File: src/rtl/trigger_delay_cmd_master_if.sv
`timescale 1ns/1ps
`default_nettype none
// ============================================================================
// Module   : trigger_delay_cmd_master_if
// Purpose  : Command request / response bundle for trigger_delay_cmd_master.
// Revision : 1.0 - initial release
// ============================================================================
interface trigger_delay_cmd_master_if;
  logic        cmd_valid;
  logic        cmd_ready;
  logic [2:0]  cmd_op;
  logic [31:0] cmd_wdata;
  logic        rsp_valid;
  logic [63:0] rsp_data;
  logic [3:0]  rsp_len;
  logic        rsp_timeout;
  logic        busy;

  modport master (
    output cmd_valid, cmd_op, cmd_wdata,
    input  cmd_ready, rsp_valid, rsp_data, rsp_len, rsp_timeout, busy
  );

  modport slave (
    input  cmd_valid, cmd_op, cmd_wdata,
    output cmd_ready, rsp_valid, rsp_data, rsp_len, rsp_timeout, busy
  );
endinterface
`default_nettype wire

File: src/rtl/trigger_delay_cmd_master.sv
`timescale 1ns/1ps
`default_nettype none
// ============================================================================
// Module   : trigger_delay_cmd_master
// Purpose  : UART command initiator: sends opcode + LSB-first args, gathers reply.
//            Define DELAY_CMD_TIMEOUT_EN to add the response watchdog.
// Revision : 1.0 - initial release
// ============================================================================
module trigger_delay_cmd_master #(
  parameter int CLK_FREQ       = 100_000_000,
  parameter int BAUD_RATE      = 115200,
  parameter int TIMEOUT_CYCLES = 2_000_000
) (
  input  logic                        clk,
  input  logic                        rst,
  trigger_delay_cmd_master_if.slave   cmd,
  output logic                        uart_tx,
  input  logic                        uart_rx
);
  localparam int            CLKS_PER_BIT = CLK_FREQ / BAUD_RATE;
  localparam int            CW           = $clog2(CLKS_PER_BIT + 1);
  localparam logic [CW-1:0] BIT_LAST     = CW'(CLKS_PER_BIT - 1);
  localparam logic [CW-1:0] BIT_HALF     = CW'(CLKS_PER_BIT / 2 - 1);

  localparam logic [2:0] OP_SET_COARSE = 3'd0;
  localparam logic [2:0] OP_GET_COARSE = 3'd1;
  localparam logic [2:0] OP_SET_EDGE   = 3'd2;
  localparam logic [2:0] OP_GET_EDGE   = 3'd3;
  localparam logic [2:0] OP_GET_STATUS = 3'd4;
  localparam logic [2:0] OP_SET_FINE   = 3'd6;
  localparam logic [2:0] OP_GET_FINE   = 3'd7;

  typedef enum logic [2:0] {S_IDLE, S_SEND, S_DRAIN, S_RECV, S_DONE} state_t;

  state_t        r_state, w_next;
  logic          w_tx_en, w_tx_ready, w_accept, w_rx_take, w_expired;
  logic [7:0]    w_tx_data;
  logic [2:0]    w_tx_args;
  logic [3:0]    w_rx_bytes;
  logic [2:0]    r_op, r_tx_idx;
  logic [31:0]   r_wdata;
  logic          r_guard, r_rsp_timeout;
  logic [63:0]   r_rsp_data;
  logic [3:0]    r_rsp_len;

  // ---------------- UART transmitter (8N1) ----------------
  logic          r_tx_busy;
  logic [9:0]    r_tx_shift;
  logic [3:0]    r_tx_bits;
  logic [CW-1:0] r_tx_cnt;

  assign w_tx_ready = ~r_tx_busy;
  assign uart_tx    = r_tx_busy ? r_tx_shift[0] : 1'b1;

  always_ff @(posedge clk) begin
    if (rst) begin
      r_tx_busy  <= 1'b0;
      r_tx_shift <= '1;
      r_tx_bits  <= '0;
      r_tx_cnt   <= '0;
    end else if (!r_tx_busy) begin
      if (w_tx_en) begin
        r_tx_busy  <= 1'b1;
        r_tx_shift <= {1'b1, w_tx_data, 1'b0};
        r_tx_bits  <= 4'd9;
        r_tx_cnt   <= BIT_LAST;
      end
    end else if (r_tx_cnt != '0) begin
      r_tx_cnt <= r_tx_cnt - 1'b1;
    end else if (r_tx_bits == '0) begin
      r_tx_busy <= 1'b0;
    end else begin
      r_tx_shift <= {1'b1, r_tx_shift[9:1]};
      r_tx_bits  <= r_tx_bits - 4'd1;
      r_tx_cnt   <= BIT_LAST;
    end
  end

  // ---------------- UART receiver, mid-bit sampling ----------------
  logic          r_rx_meta, r_rx_sync, r_rx_active, r_rx_valid;
  logic [3:0]    r_rx_bit;
  logic [CW-1:0] r_rx_cnt;
  logic [7:0]    r_rx_data;

  always_ff @(posedge clk) begin
    if (rst) begin
      r_rx_meta   <= 1'b1;
      r_rx_sync   <= 1'b1;
      r_rx_active <= 1'b0;
      r_rx_valid  <= 1'b0;
      r_rx_bit    <= '0;
      r_rx_cnt    <= '0;
      r_rx_data   <= '0;
    end else begin
      r_rx_meta  <= uart_rx;
      r_rx_sync  <= r_rx_meta;
      r_rx_valid <= 1'b0;
      if (!r_rx_active) begin
        if (!r_rx_sync) begin
          r_rx_active <= 1'b1;
          r_rx_cnt    <= BIT_HALF;
          r_rx_bit    <= '0;
        end
      end else if (r_rx_cnt != '0) begin
        r_rx_cnt <= r_rx_cnt - 1'b1;
      end else begin
        r_rx_cnt <= BIT_LAST;
        if (r_rx_bit == 4'd0) begin
          // a start bit that is gone by mid-bit was a glitch
          if (r_rx_sync) r_rx_active <= 1'b0;
          r_rx_bit <= 4'd1;
        end else if (r_rx_bit == 4'd9) begin
          r_rx_active <= 1'b0;
          r_rx_valid  <= r_rx_sync;
        end else begin
          r_rx_data <= {r_rx_sync, r_rx_data[7:1]};
          r_rx_bit  <= r_rx_bit + 4'd1;
        end
      end
    end
  end

  // ---------------- command sequencer ----------------
  always_comb begin
    w_tx_args  = 3'd0;
    w_rx_bytes = 4'd0;
    case (r_op)
      OP_SET_COARSE: w_tx_args  = 3'd4;
      OP_GET_COARSE: w_rx_bytes = 4'd4;
      OP_SET_EDGE:   w_tx_args  = 3'd1;
      OP_GET_EDGE:   w_rx_bytes = 4'd1;
      OP_GET_STATUS: w_rx_bytes = 4'd8;
      OP_SET_FINE:   w_tx_args  = 3'd2;
      OP_GET_FINE:   w_rx_bytes = 4'd2;
      default: ;
    endcase
  end

  always_ff @(posedge clk) begin
    if (rst) r_state <= S_IDLE;
    else     r_state <= w_next;
  end

  always_comb begin
    w_next    = r_state;
    w_tx_en   = 1'b0;
    w_tx_data = (r_tx_idx == 3'd0) ? {5'd0, r_op} : r_wdata[7:0];
    w_accept  = 1'b0;
    w_rx_take = 1'b0;
    case (r_state)
      S_IDLE:  if (cmd.cmd_valid) begin
                 w_accept = 1'b1;
                 w_next   = S_SEND;
               end
      S_SEND:  if (w_tx_ready && !r_guard) begin
                 w_tx_en = 1'b1;
                 if (r_tx_idx == w_tx_args) w_next = S_DRAIN;
               end
      S_DRAIN: if (!r_guard && w_tx_ready)
                 w_next = (w_rx_bytes != 4'd0) ? S_RECV : S_DONE;
      S_RECV:  if (r_rx_valid) begin
                 w_rx_take = 1'b1;
                 if (r_rsp_len + 4'd1 == w_rx_bytes) w_next = S_DONE;
               end else if (w_expired) begin
                 w_next = S_DONE;
               end
      S_DONE:  w_next = S_IDLE;
      default: w_next = S_IDLE;
    endcase
  end

  always_ff @(posedge clk) begin
    if (rst) begin
      r_op          <= '0;
      r_wdata       <= '0;
      r_tx_idx      <= '0;
      r_guard       <= 1'b0;
      r_rsp_data    <= '0;
      r_rsp_len     <= '0;
      r_rsp_timeout <= 1'b0;
    end else begin
      // guard holds off the next byte until the transmitter has visibly gone busy
      if (w_tx_en)          r_guard <= 1'b1;
      else if (!w_tx_ready) r_guard <= 1'b0;
      if (w_accept) begin
        r_op          <= cmd.cmd_op;
        r_wdata       <= cmd.cmd_wdata;
        r_tx_idx      <= '0;
        r_rsp_data    <= '0;
        r_rsp_len     <= '0;
        r_rsp_timeout <= 1'b0;
      end
      if (w_tx_en) begin
        r_tx_idx <= r_tx_idx + 3'd1;
        if (r_tx_idx != 3'd0) r_wdata <= r_wdata >> 8;
      end
      if (w_rx_take) begin
        r_rsp_data[{r_rsp_len[2:0], 3'b000} +: 8] <= r_rx_data;
        r_rsp_len <= r_rsp_len + 4'd1;
      end
      if (r_state == S_RECV && !r_rx_valid && w_expired) r_rsp_timeout <= 1'b1;
    end
  end

`ifdef DELAY_CMD_TIMEOUT_EN
  logic [31:0] r_wdog;

  always_ff @(posedge clk) begin
    if (rst)
      r_wdog <= '0;
    else if ((r_state == S_DRAIN && w_next == S_RECV) || w_rx_take)
      r_wdog <= 32'(TIMEOUT_CYCLES);
    else if (r_state == S_RECV && r_wdog != '0)
      r_wdog <= r_wdog - 32'd1;
  end

  assign w_expired = (r_wdog == '0);
`else
  logic unused_timeout_cfg;
  assign unused_timeout_cfg = |TIMEOUT_CYCLES;
  assign w_expired          = 1'b0;
`endif

  assign cmd.cmd_ready   = (r_state == S_IDLE);
  assign cmd.busy        = (r_state != S_IDLE);
  assign cmd.rsp_valid   = (r_state == S_DONE);
  assign cmd.rsp_data    = r_rsp_data;
  assign cmd.rsp_len     = r_rsp_len;
  assign cmd.rsp_timeout = r_rsp_timeout;
endmodule
`default_nettype wire

File: src/flat_wrapper.sv
// flat-port wrapper written by rule: the top's interface ports become plain ports
module trigger_delay_cmd_master_flat 
#(
  parameter int CLK_FREQ       = 100_000_000,
  parameter int BAUD_RATE      = 115200,
  parameter int TIMEOUT_CYCLES = 2_000_000
)
  (clk, rst, uart_tx, uart_rx, cmd_cmd_valid, cmd_cmd_op, cmd_cmd_wdata, cmd_cmd_ready, cmd_rsp_valid, cmd_rsp_data, cmd_rsp_len, cmd_rsp_timeout, cmd_busy);
  trigger_delay_cmd_master_if cmd_i ();
  input  logic clk;
  input  logic rst;
  output logic uart_tx;
  input  logic uart_rx;
  input wire logic [$bits(cmd_i.cmd_valid)-1:0] cmd_cmd_valid;
  input wire logic [$bits(cmd_i.cmd_op)-1:0] cmd_cmd_op;
  input wire logic [$bits(cmd_i.cmd_wdata)-1:0] cmd_cmd_wdata;
  output wire logic [$bits(cmd_i.cmd_ready)-1:0] cmd_cmd_ready;
  output wire logic [$bits(cmd_i.rsp_valid)-1:0] cmd_rsp_valid;
  output wire logic [$bits(cmd_i.rsp_data)-1:0] cmd_rsp_data;
  output wire logic [$bits(cmd_i.rsp_len)-1:0] cmd_rsp_len;
  output wire logic [$bits(cmd_i.rsp_timeout)-1:0] cmd_rsp_timeout;
  output wire logic [$bits(cmd_i.busy)-1:0] cmd_busy;
  assign cmd_i.cmd_valid = cmd_cmd_valid;
  assign cmd_i.cmd_op = cmd_cmd_op;
  assign cmd_i.cmd_wdata = cmd_cmd_wdata;
  assign cmd_cmd_ready = cmd_i.cmd_ready;
  assign cmd_rsp_valid = cmd_i.rsp_valid;
  assign cmd_rsp_data = cmd_i.rsp_data;
  assign cmd_rsp_len = cmd_i.rsp_len;
  assign cmd_rsp_timeout = cmd_i.rsp_timeout;
  assign cmd_busy = cmd_i.busy;
  trigger_delay_cmd_master #(.CLK_FREQ(CLK_FREQ), .BAUD_RATE(BAUD_RATE), .TIMEOUT_CYCLES(TIMEOUT_CYCLES)) u_core (.clk(clk), .rst(rst), .cmd(cmd_i), .uart_tx(uart_tx), .uart_rx(uart_rx));
endmodule
File: config.mk
export PLATFORM = sky130hd
export DESIGN_NAME = trigger_delay_cmd_master_flat
export DESIGN_NICKNAME = d
export VERILOG_FILES = /design/src/rtl/trigger_delay_cmd_master_if.sv /design/src/rtl/trigger_delay_cmd_master.sv /design/src/flat_wrapper.sv
export SDC_FILE = /design/constraint.sdc
export NUM_CORES = 1
export LEC_CHECK = 0
export BUFFER_PORTS_ARGS = -buffer_cell sky130_fd_sc_hd__buf_2
export CAP_MARGIN = 10
export CORE_MARGIN = 3
export CORE_UTILIZATION = 55
export DETAILED_ROUTE_END_ITERATION = 12
export PLACE_DENSITY = 0.78
export SLEW_MARGIN = 20
export SYNTH_ARGS = -nofsm -noshare
export SYNTH_HDL_FRONTEND = slang
export SYNTH_SLANG_ARGS = --single-unit
File: constraint.sdc
create_clock -name clk -period 5.5 [get_ports clk]
set_input_delay 0 -clock clk [delete_from_list [all_inputs] [get_ports clk]]
set_output_delay 0 -clock clk [all_outputs]
set_load 0.1 [all_outputs]
* After elaboration in Yosys (flattened, before gate mapping) *
Cells that the tools add are included.

storage, ports and cells
  register bits after elaboration = 161
  latch bits = 0
  memory bits (writable) = 0
  ROM bits = 0
  output and inout bits = 73
  word-level logic and storage cells = 138
  memories = 0

operators by class
  add/sub/neg operators = 7
  multiply operators = 0
  div/mod/pow operators = 0
  magnitude comparators = 0
  eq/ne operators = 25
  shift operators = 2
  muxes and demuxes = 60
  bitwise logic cells = 5
  reduce and logical (&&, ||, !) cells = 21

operators by type and width
  kind                    count
  $mux 64                 3
  $mux 10                 11
  $mux 32                 3
  $bwmux 64               1
  $shift 8x8->64 const A  1
  $shiftx 8x8->64         1
  $mux 4                  11
  $mux 3                  9
  $reduce_bool 10->1      2
  $sub 10x1->10 const B   2
  $mux 1                  18
  $pmux 4 s4              1
  $eq 3x2->1 const B      4
  $eq 3x3->1 const B      4
  $pmux 3 s4              1
  $ne 2x1->1 const B      5
  $ne 2x2->1 const B      5
  $logic_not 3->1         3
  $pmux 3 s3              1
  $add 4x1->4 const B     2
  $logic_not 4->1         2
  $mux 8                  1
  $neg 6->8               1
  $eq 3x1->1 const B      2
  other kinds (17)        26

* Longest topological paths before layout *
  depth after elaboration = 6
  depth in mapped cells = 9

* Worst setup path after synthesis *
Ideal clock, no wire load.

  kind = register to register
  start point = reg u_core.r_state[1]
  end point = reg u_core.r_wdata[19]
  arrival = 2.921 ns
  slack = 2.488 ns
  stages on the path, launching flop included = 8
  buffers on the path = 2
  clock period less this slack = 3.012 ns
  cell sequence = dfxtp_1 > buf_2 > or3_1 > inv_1 > nand2_1 > clkbuf_1 > nand2_1 > a311oi_1

on the way
  word-level cells in the longest chain between the ends = 5
  elaborated cells on any way between the ends = 7

ends and longest elaborated chain
  what                    RTL line                         RTL
  from (decl)             trigger_delay_cmd_master.sv:35   state_t r_state, w_next;
  from (signal assigned)  trigger_delay_cmd_master.sv:141  else r_state <= w_next;
  $logic_not 3->1 (*)     --
  via cmd_cmd_ready       flat_wrapper.sv:17               output wire logic [$bits(cmd_i.cmd_ready)-1:0] cmd_cmd_ready;
  $mux 1 (*)              trigger_delay_cmd_master.sv:150  case (r_state)
  $mux 32 (*)             trigger_delay_cmd_master.sv:185  if (w_accept) begin
  $mux 32                 trigger_delay_cmd_master.sv:195  if (r_tx_idx != 3'd0) r_wdata <= r_wdata >> 8;
  $mux 32 (*)             trigger_delay_cmd_master.sv:193  if (w_tx_en) begin
  to (signal assigned)    trigger_delay_cmd_master.sv:187  r_wdata <= cmd.cmd_wdata;
  to (signal assigned)    trigger_delay_cmd_master.sv:195
  to (decl)               trigger_delay_cmd_master.sv:41   logic [31:0] r_wdata;

The timed path passes the listed nets; every way through them passes the cells marked *.
A chain may end at the register's enable or synchronous reset.

* Final worst setup path *
  start point = reg u_core.r_rsp_len[0], in the netlist u_core.cmd.rsp_len[0]
  end point = reg u_core.r_rsp_data[22], in the netlist u_core.cmd.rsp_data[22]

on the way
  word-level cells in the longest chain between the ends = 4
  elaborated cells on any way between the ends = 5

ends and longest elaborated chain
  what                                                      RTL line                         RTL
  from (decl)                                               trigger_delay_cmd_master.sv:44   logic [3:0] r_rsp_len;
  from (signal assigned)                                    trigger_delay_cmd_master.sv:199  r_rsp_len <= r_rsp_len + 4'd1;
  $neg 6->8 (*)                                             trigger_delay_cmd_master.sv:198  r_rsp_data[{r_rsp_len[2:0], 3'b000} +: 8] <= r_rx_data;
  $shiftx 8x8->64 / $shift 8x8->64 (equally long branches)  trigger_delay_cmd_master.sv:198
  $bwmux 64 (*)                                             trigger_delay_cmd_master.sv:198
  $mux 64 (*)                                               trigger_delay_cmd_master.sv:197  if (w_rx_take) begin
  to (signal, indexed assignment)                           trigger_delay_cmd_master.sv:198
  to (decl)                                                 trigger_delay_cmd_master.sv:43   logic [63:0] r_rsp_data;

Every way passes the cells marked *; elsewhere a longest branch is shown, timed or not.

==> flow_summary.yaml <==
critical_path:
  cp.required_ns: 5.85
  r2r_end: "u_core.cmd.rsp_data[22]"
  r2r_setup_slack_ns: 2.91
  setup.worst_path.end: "u_core.cmd.rsp_data[22]"
  reg2regPathDepth: 8
  path_class: "reg -> reg"
  crit_start: "u_core.cmd.rsp_len[0]"
  timing.rr.start: "u_core.cmd.rsp_len[0]"
  crit_path_max_fanout: 13
  arrival_ns: 2.94
  setup.worst_path.start_class: "flip-flop"
  cp-end-kind: "flip-flop"
logic_synthesis:
  synth_nets: 944
  synth_edf_count: 0
  synthFlopType: "dfxtp_1"
  yosys.area.top_type: "dfxtp_1"
  ys_ff_latch: 160
  avgSynthCellArea_sq_um: 7.88
  async_reset_ff_share_pct: 0
  yosysSeqAreaShare_pct: 45.5
  netlist_area_sq_um: 7040
  synth_cell_types: 61
  yosysWarningCount: 0
  synth.area.top_cells: "dfxtp_1, nand2_1, a21oi_1, nand3_1, a311oi_1"
  synth_top_area_share_pct: 45.5
  synthesis.instances: 894
placed_design:
  port_buffers: 110
  hpwl_um: 10900
  place.gp.congestion: 0.875
  dpl_cell_area_sq_um: 7560
  dp_cells: 1108
timing:
  finalHoldViolations: 0
  fin_tns_setup_ns: 0
  holdWs_ns: 0.141
  relSlewSlack_pct: 40.2
  tightest_slew_ns: 0.891
  setup_violations: 0
  finalClockSkew_ns: 0.00645
  fmax_mhz: 386
  rsz0062_at_grt: "no"
  slew_violations: 0
  period_minus_slack_ns: 2.59
  finalCritPeriodShare_pct: 47.2
cells_and_area:
  layout_commonest_cell: "nand2_1"
  design_area_sq_um: 8470
  syn_to_final_growth_pct: 20.2
  fin_cells: 1177
  final_cell_mix: "nand2_1, dfxtp_1, a21oi_1"
  fin_nets: 1046
  drive_above_1_share_pct: 16.3
  antenna_cells: 0
global_routing:
  grt_pass1_vias: 5952
  grt_usage_pct: 25.0
  grt_pass1_wl_um: 29200
  antenna_found_initial: 0
  grt_max_degree: 83
  overflow: 0
detailed_routing:
  wl_per_cell_um: 15.1
  ant_nets: 0
  dr.pass1.iters: 5
  drc_errors: 0
  dr_total_vias: 6645
  wirelength_um: 17800
  drt_iter0_drc: 613
  routed_via_density: 5.65
cts:
  cts_max_level: 4
  clock_sinks: 160
  clkLatencyLatePin_ns: 0.42
  cts_made_buffers: 17
  cts_buffer_depth: 2
  cts_tree: "done"
  post-cts-setup-buffer-count: 0
  path_clk_slew_ns: 0.06
  cts-root-buf: "clkbuf_16"
power_and_ir_drop:
  peakVddDrop_mv: 0.311
  p_total_w: 0.00361
  power_per_cell_area_nw_per_um2: 427
  power_leakage_nw: 3.31
run:
  max_cap_violations: 0
hold_path:
  hold_class: "in -> reg"
floorplan:
  fp.dieH_um: 119
  start_util_pct: 57.4
  coreArea_sq_um: 12300
  dieArea_sq_um: 14200
  io_pins: 112
  row_count: 40
  die_x_um: 119
run_status:
  outcome: "complete, no violations"
metal layers:
metal / share of wire [%] / GRT usage [%]
met1: 46 / 33.9
met2: 47 / 39.1
met3: 5.6 / 6.13
met4: 2.1 / 8.62
met5: 0 / 0
cell type report:
class | instances | area, sq um
clock buffer | 22 | 474
sequential | 160 | 3200
tap | 168 | 210
inverter | 21 | 78.8
multi-input combinational | 644 | 3480
timing repair buffer | 152 | 961
clock inverter | 10 | 62.6
fill | 994 | 3800
cell families (layout without fill, tap and decap cells):
family	after synthesis	in the layout	synth area share (%)
and+or+nand+nor	405	405	26.8
AOI/OAI and AO/OA	210	210	18.2
DFF	160	160	45.5
buffers and inverters	90	205	5.26
adders and majority gates	11	11	1.95
xor gates and xnor gates	10	10	1.24
muxes	7	7	1.08
other	1	1	0.0532
worst min-delay path by stage:
stage | startpoint | end | slack (ns) | cells past startpoint
3_3_place_gp | uart_rx | u_core.r_rx_meta | 0.18 | 2
2_1_floorplan | uart_rx | u_core.r_rx_meta | 0.10 | 1
4_1_cts | rst | u_core.r_rx_bit[0] | 0.13 | 2
5_1_grt | rst | u_core.r_rx_bit[0] | 0.16 | 2
3_5_place_dp | uart_rx | u_core.r_rx_meta | 0.18 | 2
6_report | rst | u_core.r_rx_bit[1] | 0.14 | 2
state kept, by name, summed over array words and instances, names as in the netlist:
name                 flops
u_core.r_rx_active       1
u_core.cmd.rsp_len       4
u_core.r_rx_cnt         10
u_core.r_tx_cnt         10
u_core.r_tx_bits         4
u_core.r_op              3
u_core.r_rx_sync         1
u_core.r_rx_valid        1
u_core.cmd.rsp_data     64
u_core.r_rx_data         8
u_core.r_guard           1
u_core.r_tx_busy         1
u_core.r_tx_idx          3
u_core.r_rx_bit          4
u_core.r_wdata          32
u_core.r_rx_meta         1
u_core.r_state           3
u_core.r_tx_shift        9
report_power, final:
part           switching, W  total (W)  internal, W
clock              0.000462    0.00107     0.000609
sequential         0.000159    0.00147      0.00132
combinational      0.000706    0.00107     0.000360
total               0.00133    0.00361      0.00228
through the flow:
step | utilization [%] | setup WS (ns)
after global placement | 61.6 | 3.04
final | 69.0 | 2.91
after global routing | 69.0 | 2.68
after CTS | 69.0 | 2.92
after detailed placement | 61.6 | 3.03
after floorplan | - | 2.49
critical path, stage by stage, from the launching register on:
cell	delay, ns
dfxtp_1	0.57
inv_1	0.16
ha_1	0.23
ha_1	0.25
nand2b_1	0.17
or3_1	0.35
nor2_1	0.44
nand2_1	0.15
a21oi_1	0.19
repair_timing:
action / in CTS / in global routing
hold endpoints to repair: 37 / 0
resized for setup: 0 / 0
hold buffers: 37 / 0
synth_stat cells, drive strengths merged, types with 3 or more instances:
cell type and n:
nand2 171, inv 21, nand3b 4, nand3 87, clkbuf 49, o21ai 21
nor2b 3, or3 9, a41oi 3, a211oi 6, o31ai 3, a311oi 33
a211o 3, ha 11, nor2 69, buf 20, xor2 4, a22oi 3
mux2 5, a21oi 122, xnor2 6, nand2b 13, and3 3, nor3 17
or2 4, nor4 6, a31oi 5, nor3b 5, dfxtp 160, and2 4
(Power assumes the default switching activity.)
